$ cat src/rtl/rgb_sram_pixel_reader.sv
// rgb_sram_pixel_reader
//
// Reads the packed RGB frame left in SRAM by the colour-space-conversion stage and
// streams it out one 24-bit pixel per valid/ready handshake, in raster order.
// Each pixel pair occupies three 16-bit words: {R0,G0}, {B0,R1}, {G1,B1}.
// Pairs are prefetched into a small FIFO so the 2-cycle SRAM read latency is hidden.
//
// Ports:
//   Clock, Resetn        system clock, asynchronous active-low reset
//   Start                one-cycle pulse, starts a frame when idle or done
//   Stop                 high once the whole frame has been handed out
//   SRAM_address         read word address
//   SRAM_write_data      tied to 0
//   SRAM_we_n            tied to 1 (read only)
//   SRAM_read_data       read data, valid 2 cycles after its address
//   Pixel_ready          consumer accepts the current pixel
//   Pixel_valid          a pixel is presented on Pixel_R/G/B/sof/eol
//   Pixel_R/G/B          pixel colour
//   Pixel_sof            current pixel is (0,0)
//   Pixel_eol            current pixel is the last column of its row
//
// Build option:
//   RGB_READER_LOOP_EN   when defined, the frame is re-read continuously; Stop stays low.

module rgb_sram_pixel_reader #(
  parameter int unsigned RGB_START  = 146944,
  parameter int unsigned IMG_WIDTH  = 320,
  parameter int unsigned IMG_HEIGHT = 240,
  parameter int unsigned FIFO_DEPTH = 4
) (
  input  logic        Clock,
  input  logic        Resetn,
  input  logic        Start,
  output logic        Stop,
  output logic [17:0] SRAM_address,
  output logic [15:0] SRAM_write_data,
  output logic        SRAM_we_n,
  input  logic [15:0] SRAM_read_data,
  input  logic        Pixel_ready,
  output logic        Pixel_valid,
  output logic [7:0]  Pixel_R,
  output logic [7:0]  Pixel_G,
  output logic [7:0]  Pixel_B,
  output logic        Pixel_sof,
  output logic        Pixel_eol
);

  localparam int unsigned NumPairs = IMG_WIDTH * IMG_HEIGHT / 2;
  localparam int unsigned PairW    = (NumPairs > 1) ? $clog2(NumPairs) : 1;
  localparam int unsigned ColW     = (IMG_WIDTH > 1) ? $clog2(IMG_WIDTH) : 1;
  localparam int unsigned RowW     = (IMG_HEIGHT > 1) ? $clog2(IMG_HEIGHT) : 1;
  localparam int unsigned PtrW     = (FIFO_DEPTH > 1) ? $clog2(FIFO_DEPTH) : 1;
  localparam int unsigned CntW     = PtrW + 1;

  localparam logic [17:0]      StartAddr = 18'(RGB_START);
  localparam logic [PairW-1:0] LastPair  = PairW'(NumPairs - 1);
  localparam logic [ColW-1:0]  LastCol   = ColW'(IMG_WIDTH - 1);
  localparam logic [RowW-1:0]  LastRow   = RowW'(IMG_HEIGHT - 1);
  localparam logic [CntW-1:0]  Depth     = CntW'(FIFO_DEPTH);

  typedef enum logic [2:0] {
    StIdle,
    StCheck,
    StRd0,
    StRd1,
    StRd2,
    StDrain,
    StDone
  } state_e;

  // Fetch side
  state_e             state_q, state_d;
  logic [17:0]        addr_q, addr_d;
  logic [PairW-1:0]   grp_q, grp_d;
  logic [CntW-1:0]    inflight_q, inflight_d;
  logic               stop_q, stop_d;
  logic               issue;
  logic [1:0]         issue_idx;
  logic               start_frame;
  logic               room;

  // Read-return tracking: two stages matching the SRAM latency
  logic               s1_v_q, s2_v_q;
  logic [1:0]         s1_idx_q, s2_idx_q;
  logic [15:0]        w0_q, w0_d, w1_q, w1_d;
  logic               push;

  // Pair FIFO
  logic [47:0]        fifo_q [FIFO_DEPTH];
  logic [PtrW-1:0]    wr_ptr_q, wr_ptr_d, rd_ptr_q, rd_ptr_d;
  logic [CntW-1:0]    count_q, count_d;
  logic               pop;

  // Output side
  logic               phase_q, phase_d;
  logic [ColW-1:0]    col_q, col_d;
  logic [RowW-1:0]    row_q, row_d;
  logic               accept;
  logic [47:0]        head;
  logic [23:0]        pix;

  assign room = ({1'b0, count_q} + {1'b0, inflight_q}) < {1'b0, Depth};

  // Fetch FSM: next state, address and group bookkeeping
  always_comb begin
    state_d     = state_q;
    addr_d      = addr_q;
    grp_d       = grp_q;
    stop_d      = stop_q;
    issue       = 1'b0;
    issue_idx   = 2'd0;
    start_frame = 1'b0;
    unique case (state_q)
      StIdle, StDone: begin
        if (Start) begin
          start_frame = 1'b1;
          addr_d      = StartAddr;
          grp_d       = '0;
          stop_d      = 1'b0;
          state_d     = StCheck;
        end
      end
      StCheck: begin
        if (room) begin
          state_d = StRd0;
        end
      end
      StRd0: begin
        issue     = 1'b1;
        issue_idx = 2'd0;
        addr_d    = addr_q + 18'd1;
        state_d   = StRd1;
      end
      StRd1: begin
        issue     = 1'b1;
        issue_idx = 2'd1;
        addr_d    = addr_q + 18'd1;
        state_d   = StRd2;
      end
      StRd2: begin
        issue     = 1'b1;
        issue_idx = 2'd2;
        if (grp_q == LastPair) begin
`ifdef RGB_READER_LOOP_EN
          addr_d  = StartAddr;
          grp_d   = '0;
          state_d = StCheck;
`else
          // Hold on the last word so the address never wraps past the top of SRAM.
          state_d = StDrain;
`endif
        end else begin
          addr_d  = addr_q + 18'd1;
          grp_d   = grp_q + PairW'(1);
          state_d = StCheck;
        end
      end
      StDrain: begin
        // An empty FIFO with nothing in flight means the final pair was popped,
        // i.e. the last pixel has been accepted.
        if ((inflight_q == '0) && (count_q == '0)) begin
          state_d = StDone;
          stop_d  = 1'b1;
        end
      end
      default: begin
        state_d = StIdle;
      end
    endcase
  end

  // A pair counts as in flight from its first read until its third word is pushed.
  always_comb begin
    inflight_d = inflight_q;
    if (issue && (issue_idx == 2'd0)) begin
      inflight_d = inflight_d + CntW'(1);
    end
    if (push) begin
      inflight_d = inflight_d - CntW'(1);
    end
  end

  // Capture words 0 and 1; word 2 is pushed straight from the bus with them.
  assign push = s2_v_q && (s2_idx_q == 2'd2);

  always_comb begin
    w0_d = w0_q;
    w1_d = w1_q;
    if (s2_v_q && (s2_idx_q == 2'd0)) begin
      w0_d = SRAM_read_data;
    end
    if (s2_v_q && (s2_idx_q == 2'd1)) begin
      w1_d = SRAM_read_data;
    end
  end

  // FIFO pointers and occupancy
  assign accept = Pixel_valid && Pixel_ready;
  assign pop    = accept && phase_q;

  always_comb begin
    wr_ptr_d = wr_ptr_q;
    rd_ptr_d = rd_ptr_q;
    count_d  = count_q;
    if (push) begin
      wr_ptr_d = wr_ptr_q + PtrW'(1);
    end
    if (pop) begin
      rd_ptr_d = rd_ptr_q + PtrW'(1);
    end
    if (push && !pop) begin
      count_d = count_q + CntW'(1);
    end else if (pop && !push) begin
      count_d = count_q - CntW'(1);
    end
  end

  // Pixel phase and raster position of the presented pixel
  always_comb begin
    phase_d = phase_q;
    col_d   = col_q;
    row_d   = row_q;
    if (start_frame) begin
      phase_d = 1'b0;
      col_d   = '0;
      row_d   = '0;
    end else if (accept) begin
      phase_d = ~phase_q;
      if (col_q == LastCol) begin
        col_d = '0;
        row_d = (row_q == LastRow) ? '0 : row_q + RowW'(1);
      end else begin
        col_d = col_q + ColW'(1);
      end
    end
  end

  always_ff @(posedge Clock or negedge Resetn) begin
    if (!Resetn) begin
      state_q    <= StIdle;
      addr_q     <= StartAddr;
      grp_q      <= '0;
      inflight_q <= '0;
      stop_q     <= 1'b0;
      s1_v_q     <= 1'b0;
      s1_idx_q   <= 2'd0;
      s2_v_q     <= 1'b0;
      s2_idx_q   <= 2'd0;
      w0_q       <= '0;
      w1_q       <= '0;
      wr_ptr_q   <= '0;
      rd_ptr_q   <= '0;
      count_q    <= '0;
      phase_q    <= 1'b0;
      col_q      <= '0;
      row_q      <= '0;
    end else begin
      state_q    <= state_d;
      addr_q     <= addr_d;
      grp_q      <= grp_d;
      inflight_q <= inflight_d;
      stop_q     <= stop_d;
      s1_v_q     <= issue;
      s1_idx_q   <= issue_idx;
      s2_v_q     <= s1_v_q;
      s2_idx_q   <= s1_idx_q;
      w0_q       <= w0_d;
      w1_q       <= w1_d;
      wr_ptr_q   <= wr_ptr_d;
      rd_ptr_q   <= rd_ptr_d;
      count_q    <= count_d;
      phase_q    <= phase_d;
      col_q      <= col_d;
      row_q      <= row_d;
    end
  end

  // Storage needs no reset: occupancy alone decides what is valid.
  always_ff @(posedge Clock) begin
    if (push) begin
      fifo_q[wr_ptr_q] <= {w0_q, w1_q, SRAM_read_data};
    end
  end

  fifo_no_overflow_a : assert property (@(posedge Clock) disable iff (!Resetn)
      !(push && !pop && (count_q == Depth)));

  // Outputs
  assign head = fifo_q[rd_ptr_q];
  assign pix  = phase_q ? head[23:0] : head[47:24];

  assign Pixel_valid     = (count_q != '0);
  assign Pixel_R         = Pixel_valid ? pix[23:16] : 8'h00;
  assign Pixel_G         = Pixel_valid ? pix[15:8]  : 8'h00;
  assign Pixel_B         = Pixel_valid ? pix[7:0]   : 8'h00;
  assign Pixel_sof       = Pixel_valid && (col_q == '0) && (row_q == '0);
  assign Pixel_eol       = Pixel_valid && (col_q == LastCol);
  assign Stop            = stop_q;
  assign SRAM_address    = addr_q;
  assign SRAM_write_data = 16'h0000;
  assign SRAM_we_n       = 1'b1;

endmodule

$ cat config.mk
export PLATFORM = sky130hd
export DESIGN_NAME = rgb_sram_pixel_reader
export DESIGN_NICKNAME = d
export VERILOG_FILES = /design/src/rtl/rgb_sram_pixel_reader.sv
export SDC_FILE = /design/constraint.sdc
export NUM_CORES = 1
export LEC_CHECK = 0
export CORE_MARGIN = 1
export CORE_UTILIZATION = 50
export DETAILED_ROUTE_END_ITERATION = 12
export GPL_ROUTABILITY_DRIVEN = 0
export PLACE_DENSITY = 0.72
export SETUP_SLACK_MARGIN = 0.15
export SLEW_MARGIN = 15
export SYNTH_ARGS = -nofsm -noshare
export SYNTH_HDL_FRONTEND = slang
export SYNTH_SLANG_ARGS = --single-unit
$ cat constraint.sdc
create_clock -name Clock -period 2.45 [get_ports Clock]
set_input_delay 0.49 -clock Clock [delete_from_list [all_inputs] [get_ports Clock]]
set_output_delay 0.49 -clock Clock [all_outputs]
set_load 0.03 [all_outputs]
==> results_dict.tcl <==
set metrics [dict create \
    synth_edf_count 192 \
    synth_warnings 0 \
    gr-total-overflow 0 \
    hpwl_mm 15.6 \
    first_global_vias 7521 \
    critPathLaunchType "flip-flop" \
    vias 7368 \
    cts_tree "yes" \
    vias_per_cell 5.70 \
    yosysSeqAreaShare_pct 65.3 \
    layout_commonest_cell "edfxtp_1" \
    cts_buffer_depth 3 \
    dr.pass1.iters 5 \
    port-buffer-count 65 \
    path_class "reg -> out" \
    path_clk_slew_ns 0.06 \
    die_area_um2 26300 \
    place_inst 1224 \
    fin_worst_skew_ns 0.0105 \
    remaining_drc_errors 0 \
    ys_ff_latch 296 \
    area_delta_synth_final_pct 19.5 \
    maxCapViolCount 0 \
    worstMarginPinSlew_ns 0.772 \
    cp.required_ns 1.96 \
    ant_nets 0 \
    utilization_pct 60.8 \
    fp.dieW_um 162 \
    period_share_pct 112 \
    end_kind "output port" \
    setup_ws_ns -0.295 \
    final_cell_mix "edfxtp_1, dfrtp_1, buf_4" \
    relSlewSlack_pct 47.9 \
    p_leak_uw 0.00562 \
    fmax_mhz 364 \
    ioPinCount 83 \
    core_um2 25200 \
    slew_violations 0 \
    setup_viol 25 \
    cts_root_buf "clkbuf_16" \
    worstPathMaxFanout 6 \
    period_needed_ns 2.74 \
    nets 976 \
    wl_per_cell_um 19.7 \
    ys.flop_type "edfxtp_1" \
    cts_buffers 30 \
    drt_iter0_drc 389 \
    layout-drive-gt1-share_pct 25.8 \
    syn-instance-count 829 \
    synth-async-reset-ratio_pct 35.1 \
    synth.distinct_cells 63 \
    row_count 58 \
    ir_worst_vdd_mv 0.809 \
    avgSynthCellArea_um2 15.5 \
    outcome "finished with violations" \
    numClockSinks 296 \
    cts_max_level 1 \
    grt_max_degree 71 \
    antenna_found_initial 0 \
    n_antenna_cell 0 \
    stdcell_count 1292 \
    netlist_area_um2 12800 \
    worst-endpoint-arrival_ns 2.25 \
    hold_viol 0 \
    rsz0062_at_grt "true" \
    finalWirelength_mm 25.5 \
    violations "setup timing" \
    start_util_pct 50.9 \
    track_usage_pct 20.1 \
    hp-class "reg -> reg" \
    clk_latency_ns 0.55 \
    chipHeight_um 162 \
    powerDensity_nw_per_um2 1150 \
    grt_pass1_wl_mm 41.1 \
]
[cells by family after synthesis]
group	Yosys count	synth area share (%)
fa+ha+maj	17	1.72
other cells	2	0.0586
simple gates	208	8.67
buf+inv	84	3.47
xor+xnor	14	0.956
mux	132	15.3
flops	296	65.3
compound gates	76	4.46
[what timing repair did]
action | in CTS | in global routing
hold endpoints to repair | 13 | 0
hold buffers | 1 | 0
gates cloned | 1 | 1
resized for setup | 145 | 11
endpoints found under the setup margin | 28 | 30
pin swaps | 7 | 9
setup buffers | 6 | 4
[registers in the layout, indices dropped and copies added (netlist names), 8 cells and up]
register	flops
fifo_q	192
SRAM_address	18
grp_q	16
w0_q	16
w1_q	16
col_q	9
row_q	8
[layer usage]
layer	share of wire, %	routed length (um)	track usage, %	vias up
met2	51	12900	34.7	205
met3	4.9	1260	2.60	41
met1	42	10800	27.0	3761
met5	0	0	0	-
met4	2.1	546	5.36	0
li1	-	-	-	3361
[Yosys cell counts, drive strengths merged, types with 2 or more instances]
cell type	instances	area, um^2
and3	8	50.1
and4b	2	20.0
a2111oi	7	130
xnor2	10	87.6
nor3	4	20.0
nand3	32	165
nand2	44	165
nand4	11	68.8
nor3b	2	20.0
nand3b	4	30.0
nor2	46	173
dfrtp	98	2450
a22oi	3	22.5
mux4	48	1080
buf	40	279
nor4	4	25.0
o22ai	4	25.0
nand2b	5	31.3
nor2b	4	25.0
or3	7	43.8
o211ai	3	22.5
o31ai	6	45.0
or4b	2	20.0
o21ai	17	85.1
a21oi	17	85.1
a211oi	5	37.5
edfxtp	192	5770
ha	16	200
conb	2	7.51
mux2	35	394
clkbuf	22	82.6
mux2i	49	490
a31oi	3	18.8
a32o	2	20.0
and2	15	93.8
and4	7	66.3
dfstp	6	158
a221oi	2	17.5
xor2	4	35.0
or4	7	52.6
o311ai	2	17.5
inv	21	78.8
[worst max-delay path: stages (launching register included)]
cell     delay, ns
dfrtp_4       0.53
buf_6         0.15
buf_16        0.13
buf_4         0.13
mux4_2        0.41
mux2i_1       0.14
nor2_1        0.06
buf_4         0.17
[where the power goes]
| group | internal (uW) | leakage [uW] | switching [uW] |
|---|---|---|---|
| sequential | 6250 | 0.00304 | 626 |
| combinational | 2950 | 0.00209 | 3120 |
| clock | 2740 | 0.000489 | 1860 |
| total | 11900 | 0.00562 | 5610 |
[per-stage QoR]
| step | setup WS [ns] | area, um^2 | hold WS [ns] | power, uW | TNS (ns) |
|---|---|---|---|---|---|
| after floorplan | 0.281 | 12900 | 0.194 | 10600 | 0 |
| after global placement | -0.121 | 14100 | 0.331 | 12600 | -1.42 |
| after detailed placement | -0.155 | 14100 | 0.340 | 12800 | -1.83 |
| after CTS | -0.331 | 15200 | 0.354 | 17600 | -6.21 |
| after global routing | -0.390 | 15300 | 0.356 | 18400 | -7.93 |
| final | -0.295 | 15300 | 0.351 | 17600 | -5.81 |
[path summary, 6_finish.rpt]
| kind | slack (ns) | cells past startpoint | from | end |
|---|---|---|---|---|
| setup / recovery | -0.29 | 7 | rd_ptr_q[0] | Pixel_R[1] |
| hold / removal | 0.35 | 0 | s1_idx_q[0] | s2_idx_q[0] |
| setup reg to reg | 0.24 | 5 | state_q[2] | SRAM_address[6] |
| hold reg to reg | 0.35 | 0 | s1_idx_q[0] | s2_idx_q[0] |
| max in group asynchronous | 1.39 | 3 | Resetn | SRAM_address[17] |
| min in group asynchronous | 0.37 | 2 | Resetn | w0_q[15] |
[area by class of cell]
type                    count  area [um^2]
well taps                 330          413
inverters                  22         83.8
multi-input cells         464         4100
repair buffers            125         1340
clock inverters            16          204
clock buffers              39          805
flip-flops and latches    296         8380
fillers                  1833         9860
No activity file was read; power rests on OpenSTA's default activity.
